===== config.mk =====
export PLATFORM = sky130hd
export DESIGN_NAME = ps2_key_lanes_flat
export DESIGN_NICKNAME = d
export VERILOG_FILES = /design/src/rtl/ps2_key_lanes_if.sv /design/src/rtl/ps2_key_lanes.sv /design/src/flat_wrapper.sv
export SDC_FILE = /design/constraint.sdc
export NUM_CORES = 1
export LEC_CHECK = 0
export CAP_MARGIN = 15
export CORE_UTILIZATION = 45
export CTS_CLUSTER_SIZE = 30
export DETAILED_ROUTE_END_ITERATION = 6
export PLACE_DENSITY = 0.69
export SYNTH_ARGS = -nofsm -noshare
export SYNTH_HDL_FRONTEND = slang
export SYNTH_SLANG_ARGS = --single-unit

===== constraint.sdc =====
create_clock -name clock -period 6.5 [get_ports clock]
set_input_delay 1.95 -clock clock [delete_from_list [all_inputs] [get_ports clock]]
set_output_delay 1.95 -clock clock [all_outputs]
set_load 0.005 [all_outputs]

===== src/rtl/ps2_key_lanes_if.sv =====
// Byte-stream, judge-control and lane-status bundle of the PS/2 key-lane decoder.
// The master drives bytes and judge requests. The slave (the decoder) returns lane and judge status.
interface ps2_key_lanes_if #(
  parameter int unsigned NUM_LANES = 4
);
  logic [7:0]           received_data;
  logic                 received_data_en;
  logic                 judge_arm;
  logic [NUM_LANES-1:0] judge_mask;
  logic [NUM_LANES-1:0] key_held;
  logic [NUM_LANES-1:0] press_pulse;
  logic [NUM_LANES-1:0] release_pulse;
  logic [7:0]           last_code;
  logic                 last_ext;
  logic                 last_break;
  logic                 judge_busy;
  logic                 judge_done;
  logic                 judge_hit;

  modport master (
    output received_data, received_data_en, judge_arm, judge_mask,
    input  key_held, press_pulse, release_pulse, last_code, last_ext, last_break,
    input  judge_busy, judge_done, judge_hit
  );

  modport slave (
    input  received_data, received_data_en, judge_arm, judge_mask,
    output key_held, press_pulse, release_pulse, last_code, last_ext, last_break,
    output judge_busy, judge_done, judge_hit
  );
endinterface


===== src/rtl/ps2_key_lanes.sv =====
// PS/2 scan-code decoder. It handles the E0 and F0 prefixes and tracks the state of NUM_LANES keys.
// It also contains an armed judge that scores the first lane press against an expected lane mask.
module ps2_key_lanes #(
  parameter int unsigned                 NUM_LANES       = 4,
  // Lane i occupies bits [8i+7:8i]: lane 0 = 74, lane 1 = 72, lane 2 = 75, lane 3 = 6B
  parameter logic [8*NUM_LANES-1:0]      LANE_CODES      = {8'h6B, 8'h75, 8'h72, 8'h74},
  parameter logic [NUM_LANES-1:0]        LANE_EXT        = '1,
  parameter bit                          SUPPRESS_REPEAT = 1'b1,
  parameter int unsigned                 PREFIX_TIMEOUT  = 1_000_000,
  parameter int unsigned                 JUDGE_WINDOW    = 25_000_000
) (
  input  logic                  clock,
  input  logic                  resetn,
  ps2_key_lanes_if.slave        lanes
);

  localparam int unsigned PW = (PREFIX_TIMEOUT > 1) ? $clog2(PREFIX_TIMEOUT + 1) : 1;
  localparam int unsigned JW = (JUDGE_WINDOW > 1) ? $clog2(JUDGE_WINDOW + 1) : 1;

  localparam logic [1:0] StIdle   = 2'd0;
  localparam logic [1:0] StExt    = 2'd1;
  localparam logic [1:0] StBrk    = 2'd2;
  localparam logic [1:0] StExtBrk = 2'd3;

  logic [1:0]           state_q, state_d;
  logic [PW-1:0]        pf_cnt_q, pf_cnt_d;
  logic [7:0]           data;
  logic                 strobe;
  logic                 is_prefix, is_ignored;
  logic                 complete, code_ext, code_brk;

  logic [NUM_LANES-1:0] held_q, held_d;
  logic [NUM_LANES-1:0] press_q, press_d;
  logic [NUM_LANES-1:0] rel_q, rel_d;
  logic [7:0]           code_q;
  logic                 ext_q, brk_q;

  logic                 busy_q, busy_d;
  logic                 done_q, done_d;
  logic                 hit_q, hit_d;
  logic [NUM_LANES-1:0] mask_q, mask_d;
  logic [JW-1:0]        win_q, win_d;

  assign data       = lanes.received_data;
  assign strobe     = lanes.received_data_en;
  assign is_prefix  = (data == 8'hE0) || (data == 8'hF0);
  assign is_ignored = (data == 8'hFA) || (data == 8'hAA) || (data == 8'hFE) ||
                      (data == 8'hEE) || (data == 8'h00) || (data == 8'hFF);

  // Prefix decoder. A strobe is always consumed and takes priority over the timeout.
  always_comb begin
    state_d  = state_q;
    pf_cnt_d = pf_cnt_q;
    complete = 1'b0;
    code_ext = 1'b0;
    code_brk = 1'b0;
    if (strobe) begin
      pf_cnt_d = '0;
      case (state_q)
        StIdle: begin
          if (data == 8'hE0)      state_d = StExt;
          else if (data == 8'hF0) state_d = StBrk;
          else if (!is_ignored)   complete = 1'b1;
        end
        StExt: begin
          if (data == 8'hF0) begin
            state_d = StExtBrk;
          end else if (data != 8'hE0) begin
            state_d  = StIdle;
            complete = 1'b1;
            code_ext = 1'b1;
          end
        end
        StBrk: begin
          state_d  = StIdle;
          complete = !is_prefix;
          code_brk = 1'b1;
        end
        default: begin
          state_d  = StIdle;
          complete = !is_prefix;
          code_ext = 1'b1;
          code_brk = 1'b1;
        end
      endcase
    end else if ((state_q != StIdle) && (PREFIX_TIMEOUT != 0)) begin
      if (pf_cnt_q == PW'(PREFIX_TIMEOUT - 1)) begin
        state_d  = StIdle;
        pf_cnt_d = '0;
      end else begin
        pf_cnt_d = pf_cnt_q + PW'(1);
      end
    end
  end

  always_comb begin
    held_d  = held_q;
    press_d = '0;
    rel_d   = '0;
    for (int i = 0; i < int'(NUM_LANES); i++) begin
      if (complete && (data == LANE_CODES[8*i +: 8]) && (code_ext == LANE_EXT[i])) begin
        if (!code_brk) begin
          press_d[i] = !(SUPPRESS_REPEAT && held_q[i]);
          held_d[i]  = 1'b1;
        end else begin
          rel_d[i]  = held_q[i];
          held_d[i] = 1'b0;
        end
      end
    end
  end

  // The judge looks at the registered press pulse. An arm request always overrides a pending verdict.
  always_comb begin
    busy_d = busy_q;
    mask_d = mask_q;
    hit_d  = hit_q;
    win_d  = win_q;
    done_d = 1'b0;
    if (lanes.judge_arm) begin
      busy_d = 1'b1;
      mask_d = lanes.judge_mask;
      hit_d  = 1'b0;
      win_d  = '0;
    end else if (busy_q) begin
      if (|press_q) begin
        done_d = 1'b1;
        hit_d  = |(press_q & mask_q);
        busy_d = 1'b0;
      end else if ((JUDGE_WINDOW != 0) && (win_q == JW'(JUDGE_WINDOW - 1))) begin
        done_d = 1'b1;
        hit_d  = 1'b0;
        busy_d = 1'b0;
      end else if (JUDGE_WINDOW != 0) begin
        win_d = win_q + JW'(1);
      end
    end
  end

  always_ff @(posedge clock or negedge resetn) begin
    if (!resetn) begin
      state_q  <= StIdle;
      pf_cnt_q <= '0;
      held_q   <= '0;
      press_q  <= '0;
      rel_q    <= '0;
      code_q   <= '0;
      ext_q    <= 1'b0;
      brk_q    <= 1'b0;
      busy_q   <= 1'b0;
      done_q   <= 1'b0;
      hit_q    <= 1'b0;
      mask_q   <= '0;
      win_q    <= '0;
    end else begin
      state_q  <= state_d;
      pf_cnt_q <= pf_cnt_d;
      held_q   <= held_d;
      press_q  <= press_d;
      rel_q    <= rel_d;
      if (complete) begin
        code_q <= data;
        ext_q  <= code_ext;
        brk_q  <= code_brk;
      end
      busy_q <= busy_d;
      done_q <= done_d;
      hit_q  <= hit_d;
      mask_q <= mask_d;
      win_q  <= win_d;
    end
  end

  assign lanes.key_held      = held_q;
  assign lanes.press_pulse   = press_q;
  assign lanes.release_pulse = rel_q;
  assign lanes.last_code     = code_q;
  assign lanes.last_ext      = ext_q;
  assign lanes.last_break    = brk_q;
  assign lanes.judge_busy    = busy_q;
  assign lanes.judge_done    = done_q;
  assign lanes.judge_hit     = hit_q;

endmodule

===== src/flat_wrapper.sv =====
// flat-port wrapper written by rule: the top's interface ports become plain ports
module ps2_key_lanes_flat 
#(
  parameter int unsigned                 NUM_LANES       = 4,
                                                                                       
  parameter logic [8*NUM_LANES-1:0]      LANE_CODES      = {8'h6B, 8'h75, 8'h72, 8'h74},
  parameter logic [NUM_LANES-1:0]        LANE_EXT        = '1,
  parameter bit                          SUPPRESS_REPEAT = 1'b1,
  parameter int unsigned                 PREFIX_TIMEOUT  = 1_000_000,
  parameter int unsigned                 JUDGE_WINDOW    = 25_000_000
)
  (clock, resetn, lanes_received_data, lanes_received_data_en, lanes_judge_arm, lanes_judge_mask, lanes_key_held, lanes_press_pulse, lanes_release_pulse, lanes_last_code, lanes_last_ext, lanes_last_break, lanes_judge_busy, lanes_judge_done, lanes_judge_hit);
  ps2_key_lanes_if #(.NUM_LANES(NUM_LANES)) lanes_i ();
  input  logic clock;
  input  logic resetn;
  input wire logic [$bits(lanes_i.received_data)-1:0] lanes_received_data;
  input wire logic [$bits(lanes_i.received_data_en)-1:0] lanes_received_data_en;
  input wire logic [$bits(lanes_i.judge_arm)-1:0] lanes_judge_arm;
  input wire logic [$bits(lanes_i.judge_mask)-1:0] lanes_judge_mask;
  output wire logic [$bits(lanes_i.key_held)-1:0] lanes_key_held;
  output wire logic [$bits(lanes_i.press_pulse)-1:0] lanes_press_pulse;
  output wire logic [$bits(lanes_i.release_pulse)-1:0] lanes_release_pulse;
  output wire logic [$bits(lanes_i.last_code)-1:0] lanes_last_code;
  output wire logic [$bits(lanes_i.last_ext)-1:0] lanes_last_ext;
  output wire logic [$bits(lanes_i.last_break)-1:0] lanes_last_break;
  output wire logic [$bits(lanes_i.judge_busy)-1:0] lanes_judge_busy;
  output wire logic [$bits(lanes_i.judge_done)-1:0] lanes_judge_done;
  output wire logic [$bits(lanes_i.judge_hit)-1:0] lanes_judge_hit;
  assign lanes_i.received_data = lanes_received_data;
  assign lanes_i.received_data_en = lanes_received_data_en;
  assign lanes_i.judge_arm = lanes_judge_arm;
  assign lanes_i.judge_mask = lanes_judge_mask;
  assign lanes_key_held = lanes_i.key_held;
  assign lanes_press_pulse = lanes_i.press_pulse;
  assign lanes_release_pulse = lanes_i.release_pulse;
  assign lanes_last_code = lanes_i.last_code;
  assign lanes_last_ext = lanes_i.last_ext;
  assign lanes_last_break = lanes_i.last_break;
  assign lanes_judge_busy = lanes_i.judge_busy;
  assign lanes_judge_done = lanes_i.judge_done;
  assign lanes_judge_hit = lanes_i.judge_hit;
  ps2_key_lanes #(.NUM_LANES(NUM_LANES), .LANE_CODES(LANE_CODES), .LANE_EXT(LANE_EXT), .SUPPRESS_REPEAT(SUPPRESS_REPEAT), .PREFIX_TIMEOUT(PREFIX_TIMEOUT), .JUDGE_WINDOW(JUDGE_WINDOW)) u_core (.clock(clock), .resetn(resetn), .lanes(lanes_i));
endmodule

==> flow_metrics.tcl <==
set metrics [dict create \
    first_pass_iters 4 \
    ys_types 47 \
    switching_share_pct 24.8 \
    cts_resized 0 \
    r2r-start "u_core.win_q[7]$_DFFE_PN0P_" \
    clk_pin_slew_ps 70 \
    insertion_delay_ps 360 \
    cp_max_fo 8 \
    peakVddDrop_mv 0.0956 \
    async_flop_share_pct 100 \
    worstMarginPinSlew_ps 1000 \
    n_antenna_cell 0 \
    status "complete, no violations" \
    period_needed_ps 3930 \
    tns_ps 0 \
    grt_pass1_wl_um 13500 \
    cts.sinks 76 \
    syn_inst 378 \
    io_pins 41 \
    final_common_cell "dfrtp_1" \
    holdWs_ps 489 \
    drc 0 \
    max_stage_delay_ps 660 \
    setup_viol 0 \
    p_per_area_nw_per_um2 199 \
    cts_inserted_buffers 9 \
    hold_viol 0 \
    synth_edf_count 0 \
    worstHoldStart "u_core.lanes.key_held[0]$_DFFE_PN0P_" \
    wl_per_cell_um 14.7 \
    dp_hpwl_um 5250 \
    ys_ff_latch 76 \
    die-area_um2 8670 \
    die_h_um 93.1 \
    cts.hold.buffers_added 0 \
    clock_path_buffers 2 \
    clock-skew-final_ps 13.5 \
    ys.flop_type "dfrtp_1" \
    critPathLaunchType "primary input" \
    antenna_found_initial 0 \
    yosysWarnings 0 \
    crit_path_top_delay_cell "o311ai_2" \
    syn_to_final_growth_pct 17.6 \
    drt-initial-drc-count 179 \
    finalWirelength_um 7690 \
    combPwrFrac_pct 6.6 \
    crit_path_start "lanes_received_data[4]" \
    crit_required_ps 6740 \
    root_buffer "clkbuf_8" \
    fin_nets 436 \
    grt_pass1_vias 2980 \
    drv_slew 0 \
    fin_crit_sh_pct 60.5 \
    clkPwrFrac_pct 37.6 \
    grt_max_degree 77 \
    mostFrequentLayoutCells "76 x dfrtp_1, 43 x nor2_1, 39 x clkdlybuf4s50_1" \
    place_congestion 0.808 \
    critPathCaptureType "flip-flop" \
    seq_power_share_pct 55.8 \
    p_switching_mw 0.218 \
    seq_area_frac_synth_pct 50.9 \
    via_per_inst 5.59 \
    worstPathArrival_ps 4170 \
    post-cts-setup-buffers 0 \
    fp-row-count 32 \
    slew_headroom_pct 32.7 \
    syn-cell-area_um2 3740 \
    num-fill-cells 701 \
    crit_chain "clkdlybuf4s50_1 -> inv_1 -> a211oi_1 -> a22oi_1 -> o311ai_2 -> mux2_2" \
    drive_gt1_share_pct 8.27 \
    initial_utilization_pct 47.4 \
    finalPower_mw 0.876 \
    synthesis.nets 396 \
    criticalPathCategory "in2reg" \
    rsz0062_at_grt "false" \
    die_width_um 93.1 \
    p_leak_nw 1.75 \
    hold_class "reg2reg" \
    drtAntennaViolNets 0 \
    vias 2933 \
    grt_overflow 0 \
    numPortBuffers 40 \
    cap_viol_max_count 0 \
    grtUsageTotal_pct 19.5 \
    crit_family "compound AO/OA/AOI/OAI gates" \
    coreArea_um2 7890 \
    cts_tree "yes" \
    intPower_mw 0.658 \
    fmax_mhz 254 \
    syn_avg_cell_area_um2 9.89 \
    h-tree-depth 3 \
    timing.critical_path.buf_inv 2 \
]
[synth_stat cells (all sizes together), types with 2 or more instances]
cell type	number	area [um2]
xnor2	14	123
nand3	24	120
o311ai	2	25.0
and4	4	35.0
clkbuf	8	30.0
nor2	43	161
and3	6	37.5
and2	4	25.0
nand4b	2	17.5
nor2b	2	12.5
xor2	16	140
or3	8	50.1
mux2i	3	30.0
nor4bb	2	20.0
nand2b	3	18.8
or2	2	12.5
nand2	32	120
o21ai	18	90.1
buf	4	23.8
o2111ai	2	17.5
ha	2	25.0
or4	6	45.0
inv	10	37.5
nor3	13	65.1
a21oi	10	50.1
dfrtp	76	1900
nor4b	3	26.3
o31ai	4	43.8
nor3b	3	22.5
mux2	13	146
nand4	13	81.3
a22o	2	17.5
a31o	2	17.5
nor4	15	93.8
[power groups by stage]
stage | clock, mW | combinational [mW] | sequential (mW)
5_1_grt | 0.355 | 0.0646 | 0.490
6_report | 0.329 | 0.0580 | 0.489
4_1_cts | 0.337 | 0.0596 | 0.489
2_1_floorplan | 0 | 0.0217 | 0.497
3_5_place_dp | 0 | 0.0596 | 0.498
3_3_place_gp | 0 | 0.0579 | 0.498
[state kept, by name (all words and copies together), names as in the netlist]
| signal | flops |
|---|---|
| u_core.state_q | 2 |
| u_core.lanes.release_pulse | 4 |
| u_core.lanes.key_held | 4 |
| u_core.lanes.last_break | 1 |
| u_core.lanes.press_pulse | 4 |
| u_core.lanes.last_code | 8 |
| u_core.lanes.last_ext | 1 |
| u_core.lanes.judge_done | 1 |
| u_core.pf_cnt_q | 20 |
| u_core.mask_q | 4 |
| u_core.lanes.judge_busy | 1 |
| u_core.lanes.judge_hit | 1 |
| u_core.win_q | 25 |
[cells by family (layout without fill, tap and decap cells)]
family / Yosys count / in the layout / share of synthesized area [%]
simple gates: 186 / 186 / 26.0
compound gates: 46 / 46 / 8.24
xor+xnor: 30 / 30 / 7.03
flops: 76 / 76 / 50.9
fa+ha+maj: 2 / 2 / 0.669
mux: 16 / 16 / 4.72
buf+inv: 22 / 67 / 2.44
[layout make-up]
cell class / instances / area, um2 / share of cell area, %
inverters: 10 / 37.5 / 0.854
repair buffers: 41 / 405 / 9.23
clock buffers: 10 / 138 / 3.13
clock inverters: 6 / 40.0 / 0.911
well taps: 102 / 128 / 2.90
multi-input cells: 280 / 1740 / 39.7
flip-flops and latches: 76 / 1900 / 43.3
[per-stage QoR]
step	cells	cell area (um2)	util, %	worst slack (ps)
floorplan	378	3740	-	3090
global placement	509	4220	53.5	2340
detailed placement	509	4220	53.5	2240
CTS	525	4390	55.7	2610
global route	525	4390	55.7	2430
finish	525	4390	55.7	2570
[routing by layer]
metal  routed length, um  global-route usage (%)
met5                   0                       0
met4                  94                    6.79
met3                 254                    5.69
met2                3700                    32.0
met1                3640                    24.4
[final timing paths]
check	end	slack, ps	depth (start not counted)
max reg2reg	u_core.win_q[13]$_DFFE_PN0P_	3720	5
min	u_core.lanes.press_pulse[0]$_DFF_PN0_	490	1
min reg2reg	u_core.lanes.press_pulse[0]$_DFF_PN0_	490	1
min in group asynchronous	u_core.lanes.judge_busy$_DFF_PN0_	1710	1
max	u_core.lanes.last_code[7]$_DFFE_PN0N_	2570	6
max in group asynchronous	u_core.lanes.press_pulse[0]$_DFF_PN0_	4160	1
Power figures use the tool's default switching activity.
